==> src/rtl/sort_addr_counter.sv <==
// Up/down address counter with runtime modulo limit, wrap/saturate mode, terminal count and wrap
// pulse. Define SORT_ADDR_COUNTER_CLR_EN to add the synchronous clear port clr.
module sort_addr_counter #(
  parameter int unsigned SIZE = 8,
  localparam int unsigned W = $clog2(SIZE) + 1
) (
  input  logic         clk,
  input  logic         rst,
`ifdef SORT_ADDR_COUNTER_CLR_EN
  input  logic         clr,
`endif
  input  logic         ena,
  input  logic         load,
  input  logic [W-1:0] din,
  input  logic         dir,
  input  logic         sat,
  input  logic [W-1:0] limit,
  output logic [W-1:0] cnt,
  output logic         tc,
  output logic         wrap
);

  logic [W-1:0] cnt_q, cnt_d;
  logic         wrap_q, wrap_d;
  logic         clr_hit;

`ifdef SORT_ADDR_COUNTER_CLR_EN
  assign clr_hit = clr;
`else
  assign clr_hit = 1'b0;
`endif

  always_comb begin
    cnt_d  = cnt_q;
    wrap_d = 1'b0;
    if (clr_hit) begin
      cnt_d = '0;
    end else if (!ena) begin
      cnt_d = cnt_q;
    end else if (load) begin
      cnt_d = (din > limit) ? limit : din;
    end else if (dir) begin
      if (cnt_q < limit) begin
        cnt_d = cnt_q + 1'b1;
      end else if (sat) begin
        cnt_d = limit;
      end else begin
        cnt_d  = '0;
        wrap_d = 1'b1;
      end
    end else begin
      // A count above a freshly lowered limit re-enters the range without wrapping.
      if (cnt_q > limit) begin
        cnt_d = limit;
      end else if (cnt_q != '0) begin
        cnt_d = cnt_q - 1'b1;
      end else if (!sat) begin
        cnt_d  = limit;
        wrap_d = 1'b1;
      end
    end
  end

  always_ff @(posedge clk or posedge rst) begin
    if (rst) begin
      cnt_q  <= '0;
      wrap_q <= 1'b0;
    end else begin
      cnt_q  <= cnt_d;
      wrap_q <= wrap_d;
    end
  end

  assign cnt  = cnt_q;
  assign wrap = wrap_q;
  assign tc   = dir ? (cnt_q >= limit) : (cnt_q == '0);

endmodule
==> config.mk <==
export PLATFORM = sky130hd
export DESIGN_NAME = sort_addr_counter
export DESIGN_NICKNAME = d
export VERILOG_FILES = /design/src/rtl/sort_addr_counter.sv
export SDC_FILE = /design/constraint.sdc
export NUM_CORES = 1
export LEC_CHECK = 0
export BUFFER_PORTS_ARGS = -buffer_cell sky130_fd_sc_hd__buf_2
export CAP_MARGIN = 10
export CELL_PAD_IN_SITES_DETAIL_PLACEMENT = 1
export CELL_PAD_IN_SITES_GLOBAL_PLACEMENT = 1
export CORE_ASPECT_RATIO = 0.7
export CORE_MARGIN = 2
export CORE_UTILIZATION = 36
export CTS_CLUSTER_DIAMETER = 100
export CTS_CLUSTER_SIZE = 25
export DETAILED_ROUTE_END_ITERATION = 8
export PLACE_DENSITY = 0.84
export SYNTH_ARGS = -nofsm -noshare
export SYNTH_HDL_FRONTEND = slang
export SYNTH_SLANG_ARGS = --single-unit
==> constraint.sdc <==
create_clock -name clk -period 2 [get_ports clk]
set_input_delay 0.2 -clock clk [delete_from_list [all_inputs] [get_ports clk]]
set_output_delay 0.2 -clock clk [all_outputs]
set_load 0.005 [all_outputs]
==> results of run 1 <==
cell type report:
cell class	instances	share of cell area, %
clock buffers	4	2.55
flip-flops and latches	5	12.1
well taps	22	2.67
repair buffers	32	18.9
inverters	7	2.55
multi-input cells	81	61.2
cells in the final DEF, fill, tap and decap left out, types with 2 or more instances in the layout:
cell type / netlist / layout
buf_2: 1 / 19
buf_4: 0 / 12
nor2_1: 10 / 9
a31oi_1: 8 / 8
ha_1: 10 / 8
nand2_1: 8 / 7
inv_1: 7 / 7
dfrtp_1: 5 / 5
o21ai_0: 5 / 4
nand3_1: 3 / 3
a21oi_1: 4 / 3
xnor2_1: 3 / 3
clkbuf_4: 0 / 3
and3_1: 2 / 2
nor2b_1: 3 / 2
nor2_4: 1 / 2
nand4_1: 2 / 2
nor4_2: 0 / 2
o21ai_1: 1 / 2
o211a_1: 2 / 2
mux2_2: 2 / 2
a32oi_1: 2 / 2
a22oi_1: 2 / 2
ha_4: 0 / 2
layer usage:
layer | part of all wire (%) | track usage (%) | vias up
li1 | - | - | 425
met3 | 5.7 | 1.85 | 4
met5 | 0 | 0 | -
met4 | 1.2 | 6.05 | 0
met1 | 45 | 30.1 | 464
met2 | 48 | 37.3 | 29
sequential cells by signal, indices dropped and copies added (netlist names):
name,flops
cnt,4
wrap,1
where the power goes:
part | switching [mW] | total (mW) | internal, mW | leakage, nW
clock network | 0.0454 | 0.121 | 0.0757 | 0.0150
registers | 0.0175 | 0.138 | 0.121 | 0.0597
logic | 0.321 | 0.577 | 0.256 | 0.419
metrics by stage:
step                      worst slack (ns)  TNS [ns]  utilization, %  cell area, µm²  hold slack [ns]
after CTS                          0.00390         0            49.9             950            0.211
final                                0.101         0            54.2            1030            0.218
after floorplan                      0.121         0               -             744          -0.0215
after global placement              0.0302         0            47.7             907            0.104
after global routing               -0.0510   -0.0517            54.2            1030            0.226
after detailed placement           -0.0361   -0.0361            47.7             907            0.106
cells by family (layout without fill, tap and decap cells):
group / count (synthesis) / after routing / synth area share (%)
XOR/XNOR: 4 / 4 / 4.71
multiplexers: 3 / 3 / 4.37
AO/OA/AOI/OAI: 30 / 30 / 28.2
flip-flops: 5 / 5 / 16.8
AND/OR/NAND/NOR: 34 / 34 / 22.9
buffers and inverters: 10 / 43 / 6.22
adder cells (fa/ha/maj): 10 / 10 / 16.8
final timing paths:
| path | startpoint | endpoint | cells past startpoint |
|---|---|---|---|
| worst min register to register | cnt[0]$_DFFE_PP0P_ | cnt[0]$_DFFE_PP0P_ | 3 |
| worst max-delay path | cnt[1]$_DFFE_PP0P_ | cnt[0]$_DFFE_PP0P_ | 7 |
| worst max register to register | cnt[1]$_DFFE_PP0P_ | cnt[0]$_DFFE_PP0P_ | 7 |
| max in group asynchronous | rst | wrap$_DFF_PP0_ | 3 |
| worst min-delay path | sat | wrap$_DFF_PP0_ | 2 |
| min in group asynchronous | rst | cnt[1]$_DFFE_PP0P_ | 3 |
worst max-delay path, stage by stage (launching register included):
cell	delay (ns)
dfrtp_1	0.40
ha_4	0.22
nor2b_2	0.16
o211ai_2	0.28
a21boi_2	0.09
o31a_1	0.35
buf_4	0.17
a41oi_1	0.14
timing repair:
action | in CTS | in global routing
hold endpoints to repair | 5 | 0
setup buffers | 0 | 4
pin swaps | 0 | 8
hold buffers | 1 | 0
resized for setup | 2 | 10
setup endpoints to repair | 2 | 5
==> out/metrics.yaml, run 1 <==
min_period_over_period_pct: 95.0
fin_skew_ns: 0.00305
ys_warn_count: 0
ys_ff_latch: 5
netlist_area_um2: 744
status: "complete, no violations"
core_um2: 1900
ys_seq_area_share_pct: 16.8
area_growth_pct: 38.5
vias: 922
syn_nets: 120
critPathCaptureType: "flip-flop"
drt-wirelength-per-cell_um: 19.4
post-route-min-period_ns: 1.90
cts_buffers: 3
htreeDepth: 1
first_iter_violations: 20
clock-sinks: 5
synth_edf_count: 0
diodes: 0
hold_viol: 0
power_density_nw_per_um2: 811
dp.cells: 142
multiInputGateArea_um2: 631
setup_violations: 0
syn-instance-count: 96
grt_antenna_before_repair: 0
yosys-top-cells-area: "dfrtp_1, ha_1, a31oi_1"
drc: 0
overflow: 0
first_pass_iters: 4
clock_latency_ns: 0.24
via_per_inst: 6.11
cts_max_path_buffers: 2
row_count: 13
seq_area_um2: 125
place.gp.congestion: 0.969
clk_pin_slew_ns: 0.05
cp_max_fo: 8
synth_top_area_cell: "dfrtp_1"
die_width_um: 58.4
max_freq_mhz: 526
drive_gt1_share_pct: 38.0
num-fill-cells: 242
min_path_type: "primary input to flip-flop"
vdd_drop_max_mv: 0.417
grt_util_all_layers_pct: 22.2
port_buffers: 19
final_cells: 151
max_cap_viol_count: 0
cts_tree: "yes"
arrival_ns: 2.06
grt_max_degree: 12
cp-start-kind: "flip-flop"
synth.distinct_cells: 34
nets: 154
avgSynthCellArea_um2: 7.75
reg2reg_setup_slack_ns: 0.10
leakagePower_nw: 0.494
tightest_slew_ns: 0.358
relSlewSlack_pct: 76.1
pin_count: 20
initial_core_util_pct: 39.1
synth_async_sr_flop_share_pct: 100
crit_required_ns: 2.16
grt_pass1_vias: 903
grt_first_pass_wirelength_um: 4170
synth-main-ff-cell: "dfrtp_1"
hpwl_um: 2180
yosys-top-cells-count: "ha_1, nor2_1, a31oi_1, nand2_1, inv_1"
slew_violations: 0
ant_nets: 0
wl_um: 2940
synth_top_cell_area_share_pct: 16.8
fp.dieH_um: 42.0
crit_type: "flip-flop to flip-flop"
dieArea_um2: 2450
root_buffer: "clkbuf_4"
total_power_mw: 0.836
Note: power is estimated with default switching activity, not from simulation.
==> run 2, diff against run 1 <==
- clock period: 2 -> 1.8 ns (I/O delays scaled with it)
==> out/metrics.yaml, run 2 (same netlist as run 1, synthesis figures left out) <==
port_buffers: 19  # unchanged
grt_max_degree: 12  # unchanged
diodes: 0  # unchanged
clock_latency_ns: 0.25  # about the same
arrival_ns: 2.07  # about the same
post-route-min-period_ns: 1.98  # +0.0775 ns
hold_viol: 0  # unchanged
grt_util_all_layers_pct: 30.5  # +8.3 points
htreeDepth: 1  # unchanged
relSlewSlack_pct: 77.8  # +1.7 points
setup_violations: 5  # +5
max_freq_mhz: 506  # -3.9%
crit_type: "flip-flop to flip-flop"
overflow: 0  # unchanged
fp.dieH_um: 42.0  # unchanged
via_per_inst: 6.30  # +3.2%
core_um2: 1900  # unchanged
status: "complete, but fails checks"
dieArea_um2: 2450  # unchanged
place_area_um2: 991  # +9.2%
stdcell_area_um2: 1200  # +16%
max_cap_viol_count: 0  # unchanged
area_growth_pct: 60.7
critPathCaptureType: "flip-flop"
grt_antenna_before_repair: 0  # unchanged
vias: 1015  # +10%
min_period_over_period_pct: 110  # +15 points
num-fill-cells: 241  # -0.41%
wl_um: 3570  # +22%
final_cell_mix: "buf_4, buf_2, nor2_1, nand2_1, a31oi_1"
hpwl_um: 2380  # +9.3%
power_density_nw_per_um2: 984  # +21%
cts_buffers: 3  # unchanged
grt_first_pass_wirelength_um: 5500  # +32%
drc: 0  # unchanged
slew_violations: 0  # unchanged
drt-wirelength-per-cell_um: 22.2  # +14%
nets: 164  # +6.5%
place.gp.congestion: 0.895  # -7.7%
first_iter_violations: 29  # +45%
grt_pass1_vias: 1049  # +16%
row_count: 13  # unchanged
vdd_drop_max_mv: 0.495  # +19%
finalWorstSetupSlack_ns: -0.177  # -0.278 ns
root_buffer: "clkbuf_4"
total_power_mw: 1.18  # +41%
leakagePower_nw: 0.564  # +14%
drive_gt1_share_pct: 47.5  # +9.5 points
tightest_slew_ns: 0.333  # -0.0245 ns
crit_required_ns: 1.89  # -0.27 ns
min_path_type: "primary input to flip-flop"
final_common_cell: "buf_4"
fin_skew_ns: 0.00214  # -0.000908 ns
cp-start-kind: "flip-flop"
clock-sinks: 5  # unchanged
initial_core_util_pct: 39.1  # unchanged
cts_max_path_buffers: 2  # unchanged
cp_max_fo: 8  # unchanged
first_pass_iters: 4  # unchanged
die_width_um: 58.4  # unchanged
ant_nets: 0  # unchanged
rsz0062_at_grt: "yes"
pin_count: 20  # unchanged
violations: "negative setup slack"
largest_reg_flops: 4  # unchanged
cts_tree: "yes"
clk_pin_slew_ns: 0.05  # about the same
==> run 2: changes by cell type in the layout (fill, tap and decap cells not counted), moves of 2 or more <==
cell / previous run / this run
buf_4: 12 / 20
buf_6: 0 / 2
ha_1: 8 / 6
ha_4: 2 / 4
==> run 2: critical path: stages, from the launching register on <==
cell      delay [ns]
dfrtp_1         0.41
ha_4            0.25
nor2b_4         0.13
o211ai_4        0.24
a21boi_1        0.12
o31a_1          0.37
nor2_1          0.21
a41oi_1         0.09
==> run 2: metrics by stage <==
| step | hold WS [ns] | utilization [%] | setup slack, ns | std cells | TNS (ns) |
|---|---|---|---|---|---|
| detailed placement | 0.103 | 52.1 | -0.163 | 151 | -0.511 |
| global placement | 0.0995 | 52.1 | -0.0925 | 151 | -0.100 |
| finish | 0.194 | 62.9 | -0.177 | 161 | -0.653 |
| floorplan | -0.0415 | - | 0.000118 | 96 | 0 |
| CTS | 0.184 | 59.7 | -0.122 | 158 | -0.290 |
| global route | 0.200 | 62.9 | -0.269 | 161 | -1.21 |
==> run 2: worst paths after layout <==
| path | startpoint | end | slack, ns | cells past startpoint |
|---|---|---|---|---|
| min in group asynchronous | rst | wrap$_DFF_PP0_ | 0.41 | 3 |
| max in group asynchronous | rst | cnt[1]$_DFFE_PP0P_ | 1.20 | 3 |
| hold / removal | sat | wrap$_DFF_PP0_ | 0.19 | 2 |
| setup / recovery | cnt[1]$_DFFE_PP0P_ | cnt[0]$_DFFE_PP0P_ | -0.18 | 7 |
| hold reg to reg | cnt[3]$_DFFE_PP0P_ | cnt[3]$_DFFE_PP0P_ | 0.84 | 3 |
| setup reg to reg | cnt[1]$_DFFE_PP0P_ | cnt[0]$_DFFE_PP0P_ | -0.18 | 7 |
==> run 2: routing by layer <==
| metal | global-route usage (%) | share of wire (%) | vias up |
|---|---|---|---|
| met4 | 12.1 | 3.4 | 0 |
| li1 | - | - | 444 |
| met1 | 38.5 | 42 | 503 |
| met5 | 0 | 0 | - |
| met3 | 2.47 | 6.7 | 15 |
| met2 | 53.0 | 48 | 53 |
==> run 2: repair_timing <==
action / in CTS / in global routing
pin swaps: 9 / 4
hold buffers: 1 / 0
endpoints found under the setup margin: 6 / 6
hold endpoints to repair: 5 / 0
setup buffers: 2 / 3
gates resized for setup: 17 / 7
==> run 2: final cells by class <==
class                   instances  area (µm²)  area share, %
multi-input cells              81         713           59.6
repair buffers                 42         278           23.2
flip-flops and latches          5         125           10.5
well taps                      22        27.5           2.30
clock buffers                   4        26.3           2.20
inverters                       7        26.3           2.20
==> run 2: power breakdown <==
part / switching (mW) / total, mW / leakage [nW] / internal (mW)
combinational: 0.456 / 0.873 / 0.489 / 0.417
sequential: 0.0228 / 0.157 / 0.0597 / 0.134
clock: 0.0626 / 0.147 / 0.0150 / 0.0849
